## src/rtl/igbt_scr_pkg.sv

```systemverilog
// Shared types, channel count, timing defaults and on-time clamp for the
// IGBT/SCR firing sequencer.
package igbt_scr_pkg;

  localparam int NUM_CH        = 5;
  localparam int TICK_DIV_DEF  = 50;
  localparam int SCR_US_DEF    = 10;
  localparam int DEAD_US_DEF   = 100;
  localparam int MAX_ON_US_DEF = 1000;
  localparam int TMR_W         = 16;

  typedef enum logic [2:0] {
    IDLE,
    ON,
    SCR,
    DEAD,
    FAULT
  } state_t;

  // A zero on-time would never expire, so it is raised to the shortest pulse.
  function automatic logic [TMR_W-1:0] clamp_on_us(input logic [31:0] raw,
                                                   input int max_us);
    if (raw == 32'd0) return TMR_W'(1);
    if (raw > 32'(max_us)) return TMR_W'(max_us);
    return raw[TMR_W-1:0];
  endfunction

endpackage

```

## src/rtl/us_timer.sv

```systemverilog
// Microsecond phase timer: prescaler to 1 us ticks plus a us down-counter.
// The cycle in which load is high counts as prescaler count 0 of the new phase.
module us_timer #(
  parameter int TICK_DIV = 50,
  parameter int W        = 16
) (
  input  logic         sys_clk,
  input  logic         sys_rst_n,
  input  logic         load,
  input  logic [W-1:0] load_value,
  output logic         expire
);

  localparam int PW = $clog2(TICK_DIV);

  logic [PW-1:0] presc;
  logic [W-1:0]  cnt;
  logic          tick;

  assign tick   = (presc == PW'(TICK_DIV - 1));
  assign expire = !load && tick && (cnt == W'(1));

  // NOTE: state registers use non-blocking assignments so every flop samples
  // pre-edge values, independent of statement order.
  always_ff @(posedge sys_clk or negedge sys_rst_n) begin
    if (!sys_rst_n) begin
      presc <= '0;
      cnt   <= '0;
    end else if (load) begin
      presc <= PW'(1);
      cnt   <= load_value;
    end else if (tick) begin
      presc <= '0;
      if (cnt != '0) cnt <= cnt - W'(1);
    end else begin
      presc <= presc + PW'(1);
    end
  end

endmodule

```

## src/rtl/igbt_scr_sequencer.sv

```systemverilog
// Round-robin arbiter and firing FSM for the shared five-channel IGBT/SCR
// drive stage: IGBT on-time, SCR trigger, dead time, sticky fault shutdown.
module igbt_scr_sequencer
  import igbt_scr_pkg::*;
#(
  parameter int TICK_DIV  = TICK_DIV_DEF,
  parameter int ON_W      = 16,
  parameter int MAX_ON_US = MAX_ON_US_DEF,
  parameter int SCR_US    = SCR_US_DEF,
  parameter int DEAD_US   = DEAD_US_DEF
) (
  input  logic                   sys_clk,
  input  logic                   sys_rst_n,
  input  logic                   enable,
  input  logic [NUM_CH-1:0]      req,
  input  logic [NUM_CH*ON_W-1:0] on_us,
  input  logic                   fault,
  input  logic                   fault_clr,
  output logic [NUM_CH-1:0]      ack,
  output logic [NUM_CH-1:0]      IGBT_on_EN,
  output logic [NUM_CH-1:0]      SCR_trig,
  output logic                   busy,
  output logic                   done,
  output logic                   fault_latched
);

  state_t           state;
  logic [2:0]       ch;
  logic [2:0]       ptr;
  logic [2:0]       pick;
  logic [2:0]       ptr_next;
  logic [TMR_W-1:0] pick_on;
  logic [TMR_W-1:0] tmr_val;
  logic             tmr_load;
  logic             expire;
  logic             fire_ok;

  // Scanning offsets high to low leaves the closest requester at/after p.
  function automatic logic [2:0] rr_pick(input logic [NUM_CH-1:0] r,
                                         input logic [2:0] p);
    logic [2:0] sel;
    logic [2:0] idx;
    sel = p;
    for (int i = NUM_CH - 1; i >= 0; i--) begin
      idx = (int'(p) + i >= NUM_CH) ? 3'(int'(p) + i - NUM_CH) : 3'(int'(p) + i);
      if (r[idx]) sel = idx;
    end
    return sel;
  endfunction

  function automatic logic [NUM_CH-1:0] ch_mask(input logic [2:0] c);
    return NUM_CH'(1) << c;
  endfunction

  assign pick     = rr_pick(req, ptr);
  assign ptr_next = (pick == 3'(NUM_CH - 1)) ? 3'd0 : pick + 3'd1;
  assign pick_on  = clamp_on_us(32'(on_us[pick*ON_W +: ON_W]), MAX_ON_US);

  us_timer #(
    .TICK_DIV (TICK_DIV),
    .W        (TMR_W)
  ) u_timer (
    .sys_clk    (sys_clk),
    .sys_rst_n  (sys_rst_n),
    .load       (tmr_load),
    .load_value (tmr_val),
    .expire     (expire)
  );

  always_ff @(posedge sys_clk or negedge sys_rst_n) begin
    if (!sys_rst_n) begin
      state         <= IDLE;
      ch            <= '0;
      ptr           <= '0;
      ack           <= '0;
      IGBT_on_EN    <= '0;
      SCR_trig      <= '0;
      busy          <= 1'b0;
      done          <= 1'b0;
      fault_latched <= 1'b0;
      fire_ok       <= 1'b0;
      tmr_load      <= 1'b0;
      tmr_val       <= '0;
    end else begin
      ack      <= '0;
      done     <= 1'b0;
      tmr_load <= 1'b0;
      if (fault) begin
        state         <= FAULT;
        IGBT_on_EN    <= '0;
        SCR_trig      <= '0;
        busy          <= 1'b1;
        fault_latched <= 1'b1;
        fire_ok       <= 1'b0;
      end else begin
        unique case (state)
          IDLE: begin
            if (enable && !fault_latched && (|req)) begin
              ch         <= pick;
              ptr        <= ptr_next;
              ack        <= ch_mask(pick);
              IGBT_on_EN <= ch_mask(pick);
              busy       <= 1'b1;
              tmr_load   <= 1'b1;
              tmr_val    <= pick_on;
              state      <= ON;
            end
          end
          ON: begin
            if (!enable) begin
              IGBT_on_EN <= '0;
              fire_ok    <= 1'b0;
              tmr_load   <= 1'b1;
              tmr_val    <= TMR_W'(DEAD_US);
              state      <= DEAD;
            end else if (expire) begin
              IGBT_on_EN <= '0;
              SCR_trig   <= ch_mask(ch);
              tmr_load   <= 1'b1;
              tmr_val    <= TMR_W'(SCR_US);
              state      <= SCR;
            end
          end
          SCR: begin
            if (!enable || expire) begin
              SCR_trig <= '0;
              fire_ok  <= enable;
              tmr_load <= 1'b1;
              tmr_val  <= TMR_W'(DEAD_US);
              state    <= DEAD;
            end
          end
          DEAD: begin
            if (expire) begin
              done    <= fire_ok;
              fire_ok <= 1'b0;
              busy    <= 1'b0;
              state   <= IDLE;
            end
          end
          FAULT: begin
            if (fault_clr) begin
              fault_latched <= 1'b0;
              tmr_load      <= 1'b1;
              tmr_val       <= TMR_W'(DEAD_US);
              state         <= DEAD;
            end
          end
          default: begin
            IGBT_on_EN <= '0;
            SCR_trig   <= '0;
            busy       <= 1'b0;
            state      <= IDLE;
          end
        endcase
      end
    end
  end

endmodule

```

## config.mk

```make
export PLATFORM = sky130hd
export DESIGN_NAME = igbt_scr_sequencer
export DESIGN_NICKNAME = d
export VERILOG_FILES = /design/src/rtl/igbt_scr_pkg.sv /design/src/rtl/us_timer.sv /design/src/rtl/igbt_scr_sequencer.sv
export SDC_FILE = /design/constraint.sdc
export NUM_CORES = 1
export LEC_CHECK = 0
export ABC_AREA = 1
export ABC_CLOCK_PERIOD_IN_PS = 3740
export CAP_MARGIN = 10
export CELL_PAD_IN_SITES_DETAIL_PLACEMENT = 1
export CELL_PAD_IN_SITES_GLOBAL_PLACEMENT = 2
export CORE_ASPECT_RATIO = 0.8
export CORE_UTILIZATION = 28
export CTS_BUF_LIST = sky130_fd_sc_hd__clkbuf_4 sky130_fd_sc_hd__clkbuf_8
export DETAILED_ROUTE_END_ITERATION = 7
export PLACE_DENSITY_LB_ADDON = 0.1
export SLEW_MARGIN = 20
export SYNTH_ARGS = -nofsm -noshare
export SYNTH_HDL_FRONTEND = slang
export SYNTH_SLANG_ARGS = --single-unit
```

## constraint.sdc

```tcl
create_clock -name sys_clk -period 3.74 [get_ports sys_clk]
set_clock_uncertainty 0.2 [all_clocks]
set_input_delay 0.935 -clock sys_clk [delete_from_list [all_inputs] [get_ports sys_clk]]
set_output_delay 0.935 -clock sys_clk [all_outputs]
set_load 0.02 [all_outputs]
```

==> summary.txt, run 1 <==
Status
  • Status: complete, but fails checks
  • Violated checks: negative setup slack

Clocking
  • Hold buffer count at cts: 0
  • H-tree depth: 3
  • Clk slew on worst S/H paths: 80 ps
  • Clock Latency Late Sink: 350 ps
  • Root buf cell: clkbuf_8
  • Clk buf depth: 2
  • Clk sinks: 67
  • CTS Buf Count: 9
  • CTS tree: built

Synth
  • Post-Syn Nets: 861
  • Synth Area in XOR/XNOR: 0.0123
  • Synth Area in Adders: 0.0466
  • Avg Inst Size Synth: 6.63 um^2
  • Most common flop cell mapped by yosys: dfrtp_1
  • Largest family of logic cells by synthesized area: simple AND/OR/NAND/NOR gates
  • Compound-Gate Fraction of Synth Area: 0.124
  • Ys async rst share: 1.00
  • #FFs+latches synth: 67
  • Cell variety after synth: 44
  • Ys Warns: 0
  • Proportion of synthesized area in mux cells: 0.00225
  • Sequential share of the synthesized area: 0.336
  • Mapped Cells: 753
  • Number of enable flip-flop cells after synthesis: 0
  • Simple-gate area share of the yosys netlist: 0.381
  • Post-Syn Area: 0.00499 mm^2

STA
  • Final Hold Viols: 0
  • # setup viols final: 3
  • RSZ-0062 raised after global routing: yes
  • Setup tns final: -89.0 ps
  • Clock period minus worst slack: 3810 ps
  • Slew HR: 0.429
  • PnR worst setup slack: -65.3 ps
  • Final slew viol count: 0
  • WHS: 298 ps
  • Period utilisation layout: 1.02
  • Fmax: 263 MHz
  • Worst-Margin Slew: 847 ps

Floorplan
  • Die Wd: 151 um
  • Core area: 0.0174 mm^2
  • DIE AREA: 0.0184 mm^2
  • Initial Util: 0.287
  • # IOs: 108
  • Num rows: 43
  • Die height: 121 um

Critical path
  • CP Buf/Inv Count: 6
  • Crit path max fanout: 6
  • Crit path top cell by count: nand2_4
  • Arrival @ worst endpoint: 3830 ps
  • Crit-path max cell delay: 390 ps
  • Crit-path slowest cell: dfrtp_1
  • Startpoint types: register
  • Crit. End Element: register
  • CP delay by family, top: simple AND/OR/NAND/NOR gates
  • Kind of critical path: reg -> reg
  • Critical Path RT: 3770 ps

Finish
  • Final net count: 1058
  • Most common cell after layout, fill and taps aside: nand2_1
  • Most frequent cells in the layout: 156 x nand2_1, 105 x clkdlybuf4s50_1, 90 x nand3_1, 84 x nor2_1, 79 x buf_4
  • Area Growth Syn to Fin: 58.6%
  • Share of layout cells above drive strength 1: 0.245
  • Diodes inserted: 0

Drt
  • Remaining antenna violation count: 0
  • WL final: 19600 um
  • First drt pass iteration count: 4
  • Via density: 4.94
  • Via count: 5834
  • Drt wl/cell: 16.6 um
  • DRT iter0 DRCs: 214
  • DRC viols: 0

Global routing
  • First-pass GRT wire length: 31000 um
  • Largest net degree at the start of global routing: 42
  • Antenna violations before repair: 0
  • GR Overflow Total: 0
  • Global router's overall resource usage: 0.219
  • Vias in the first global route: 6047

Placed design
  • Buffers on Ports: 107
  • Placement Setup Slack: -405 ps
  • RePlAce Congestion: 0.851
  • Dpl hpwl: 14700 um

Job
  • Max-cap violations: 0

Hold path
  • Hold WC Path Type: reg -> reg
routing by layer:
layer  vias up  part of all wire  wire, um  global-route usage
met4         0             0.021       411              0.0656
met5         -                 0         0                   0
met2       118              0.46      8940               0.344
li1       2876                 -         -                   -
met1      2809              0.49      9500               0.301
met3        31             0.036       708              0.0417
sequential cells by signal, indices dropped and copies added (netlist names):
register and cells:
state 3, u_timer.presc 6, SCR_trig 5, ack 5, busy 1, tmr_load 1, tmr_val 16, fire_ok 1
ch 3, done 1, ptr 3, u_timer.cnt 16, IGBT_on_EN 5, fault_latched 1
synthesized netlist by cell type (8+ instances only):
cell      instances  area share
nor2_1           92       0.069
nor3_1           10       0.010
inv_1            83       0.062
nand2_1         189        0.14
nand2_2           8       0.010
ha_1             17       0.043
clkbuf_1          9      0.0068
a21oi_1          23       0.023
o21ai_0          52       0.052
nand4_1          19       0.024
o21ai_1           8      0.0080
nand3_1         109        0.11
dfrtp_1          67        0.34
path summary, 6_finish.rpt:
path,end,start,slack [ps],depth (start not counted)
max,tmr_val[7],ptr[0],-70,29
min,tmr_val[11],tmr_val[11],300,2
max reg2reg,tmr_val[7],ptr[0],-70,29
min reg2reg,tmr_val[11],tmr_val[11],300,2
max in group asynchronous,tmr_val[13],sys_rst_n,2280,2
min in group asynchronous,ptr[0],sys_rst_n,410,1
through the flow:
step,util,cell area (um^2),std cells
2_1_floorplan,-,4990,753
5_1_grt,0.456,7920,1180
3_5_place_dp,0.388,6740,1124
4_1_cts,0.431,7500,1161
3_3_place_gp,0.388,6740,1124
6_report,0.456,7920,1180
cell families after synthesis:
logic type / Yosys count
fa+ha+maj: 18
flops: 67
simple gates: 438
compound gates: 108
xor+xnor: 7
buf+inv: 114
mux: 1
area by class of cell:
type                    instances  area, um^2
clock buffers                  10         138
repair buffers                210        2090
multi-input cells             572        3280
inverters                      90         350
clock inverters                 6         111
flip-flops and latches         67        1680
fillers                      2129        9450
well taps                     225         282
worst register-to-register path, delay by kind of cell (launching register included):
| kind | cells | cell delay (ps) |
|---|---|---|
| DFF | 1 | 390 |
| xor gates and xnor gates | 1 | 150 |
| and+or+nand+nor | 18 | 1550 |
| buffers and inverters | 6 | 650 |
| adders and majority gates | 2 | 510 |
| AOI/OAI and AO/OA | 2 | 250 |
what timing repair did:
item | in CTS | in global routing
hold endpoints to repair | 0 | 0
resized for setup | 74 | 66
gates cloned | 4 | 1
setup buffers | 17 | 18
pin swaps | 26 | 43
endpoints found under the setup margin | 10 | 15
Power of run 1 is not shown: default switching activity piles up to over one toggle a cycle in this logic, so the estimate is an artifact.
==> run 2: changes to the inputs <==
--- a/config.mk
+++ b/config.mk
@@ -14,7 +14,7 @@
 export CORE_UTILIZATION = 28
 export CTS_BUF_LIST = sky130_fd_sc_hd__clkbuf_4 sky130_fd_sc_hd__clkbuf_8
 export DETAILED_ROUTE_END_ITERATION = 7
-export PLACE_DENSITY_LB_ADDON = 0.1
+export PLACE_DENSITY = 0.84
 export SLEW_MARGIN = 20
 export SYNTH_ARGS = -nofsm -noshare
 export SYNTH_HDL_FRONTEND = slang
==> summary.txt, run 2 (same netlist as run 1, synthesis figures left out) <==
Finish
  • Final net count: 1045 (-1.2%)
  • Most common cell after layout, fill and taps aside: nand2_1
  • Most frequent cells in the layout: 166 x nand2_1, 106 x clkdlybuf4s50_1, 99 x nand3_1, 84 x nor2_1, 77 x inv_1
  • Diodes inserted: 0 (unchanged)
  • Share of layout cells above drive strength 1: 0.207 (-0.0380)
  • Cell area after layout: 0.00762 mm^2 (-3.8%)
  • Biggest regs: tmr_val x16, u_timer.cnt x16, u_timer.presc x6
  • Area Growth Syn to Fin: 52.6%

Floorplan
  • Initial Util: 0.287 (unchanged)
  • Die height: 121 um (unchanged)
  • Core area: 0.0174 mm^2 (unchanged)
  • Num rows: 43 (unchanged)
  • Die Wd: 151 um (unchanged)
  • DIE AREA: 0.0184 mm^2 (unchanged)
  • # IOs: 108 (unchanged)

STA
  • # setup viols final: 9 (+6)
  • Setup tns final: -281 ps (-192 ps)
  • Clock period minus worst slack: 3790 ps (-12.8 ps)
  • PnR worst setup slack: -52.5 ps (+12.8 ps)
  • Fmax: 264 MHz (+0.34%)
  • Final Hold Viols: 0 (unchanged)
  • Final slew viol count: 0 (unchanged)
  • RSZ-0062 raised after global routing: yes
  • Period utilisation layout: 1.01 (-0.00342)
  • Slew HR: 0.405 (-0.0248)
  • WHS: 286 ps (-12.0 ps)
  • Worst-Margin Slew: 884 ps (+36.7 ps)

Clocking
  • Root buf cell: clkbuf_8
  • H-tree depth: 3 (unchanged)
  • Clock Latency Late Sink: 360 ps (about the same)
  • Clk buf depth: 2 (unchanged)
  • Hold buffer count at cts: 0 (unchanged)
  • CTS Buf Count: 9 (unchanged)
  • Clk slew on worst S/H paths: 80 ps (about the same)
  • CTS tree: built
  • Clk sinks: 67 (unchanged)

Drt
  • First drt pass iteration count: 4 (unchanged)
  • DRT iter0 DRCs: 258 (+21%)
  • Remaining antenna violation count: 0 (unchanged)
  • Via density: 4.84 (-2.0%)
  • Via count: 5653 (-3.1%)
  • DRC viols: 0 (unchanged)
  • WL final: 18200 um (-7.2%)
  • Drt wl/cell: 15.6 um (-6.2%)

Placed design
  • Dpl hpwl: 13500 um (-8.5%)
  • Buffers on Ports: 107 (unchanged)
  • Dpl cell area: 0.00681 mm^2 (+1.0%)
  • RePlAce Congestion: 0.858 (+0.85%)

Global routing
  • Antenna violations before repair: 0 (unchanged)
  • Vias in the first global route: 5824 (-3.7%)
  • Largest net degree at the start of global routing: 68 (+62%)
  • First-pass GRT wire length: 29300 um (-5.6%)
  • Global router's overall resource usage: 0.202 (-0.0164)
  • GR Overflow Total: 0 (unchanged)

Hold path
  • Hold WC Path Type: reg -> reg
  • Hold Startpoint: tmr_val[8]

Critical path
  • Crit-path slowest cell: dfrtp_1
  • Critical Path RT: 3820 ps (+50 ps)
  • Kind of critical path: reg -> reg
  • Worst Setup SP: ptr[0]
  • Crit. End Element: register
  • Crit path top cell by count: nand2_1
  • Startpoint types: register
  • Crit path max fanout: 10 (+4)
  • Arrival @ worst endpoint: 3870 ps (+40 ps)
  • Reg-to-Reg Start: ptr[0]
  • Crit-path max cell delay: 410 ps (+20 ps)

Job
  • Max-cap violations: 0 (unchanged)

Status
  • Violated checks: negative setup slack
  • Status: complete, but fails checks
run 2: layer usage:
| metal | vias to the layer above | routed length [um] | track usage |
|---|---|---|---|
| met5 | - | 0 | 0 |
| met4 | 0 | 112 | 0.0325 |
| met3 | 12 | 805 | 0.0406 |
| met2 | 108 | 8060 | 0.315 |
| met1 | 2686 | 9170 | 0.291 |
| li1 | 2847 | - | - |
run 2: stage by stage:
step           worst slack [ps]  std cells   util
2_1_floorplan               283        753      -
3_3_place_gp               -257       1133  0.392
3_5_place_dp               -354       1133  0.392
4_1_cts                    4.79       1159  0.420
5_1_grt                    -311       1167  0.439
6_report                  -52.5       1167  0.439
run 2: final timing paths:
| kind | to | slack, ps | cells after the start |
|---|---|---|---|
| min in group asynchronous | u_timer.presc[3] | 570 | 2 |
| min | tmr_val[8] | 290 | 2 |
| min reg2reg | tmr_val[8] | 290 | 2 |
| max in group asynchronous | ptr[1] | 2140 | 2 |
| max reg2reg | tmr_val[2] | -50 | 28 |
| max | tmr_val[2] | -50 | 28 |
run 2: worst max-delay path: cells and delay by family (launching register included):
kind | cells | cell delay, ps
AO/OA/AOI/OAI | 2 | 350
buffers and inverters | 6 | 600
adder cells (fa/ha/maj) | 2 | 480
AND/OR/NAND/NOR | 17 | 1480
XOR/XNOR | 1 | 170
flip-flops | 1 | 410
run 2: cell type report:
type | count | area, um^2
clock buffers | 10 | 138
clock inverters | 6 | 88.8
fillers | 2208 | 9760
inverters | 90 | 343
multi-input cells | 572 | 3160
flip-flops and latches | 67 | 1680
well taps | 225 | 282
repair buffers | 197 | 1930
run 2: what timing repair did:
action | in CTS | in global routing
buffers inserted | 8 | 6
resized for setup | 37 | 64
pin swaps | 16 | 27
setup endpoints to repair | 15 | 16
cloned | 2 | 2
Power of run 2 is left out for the same reason.
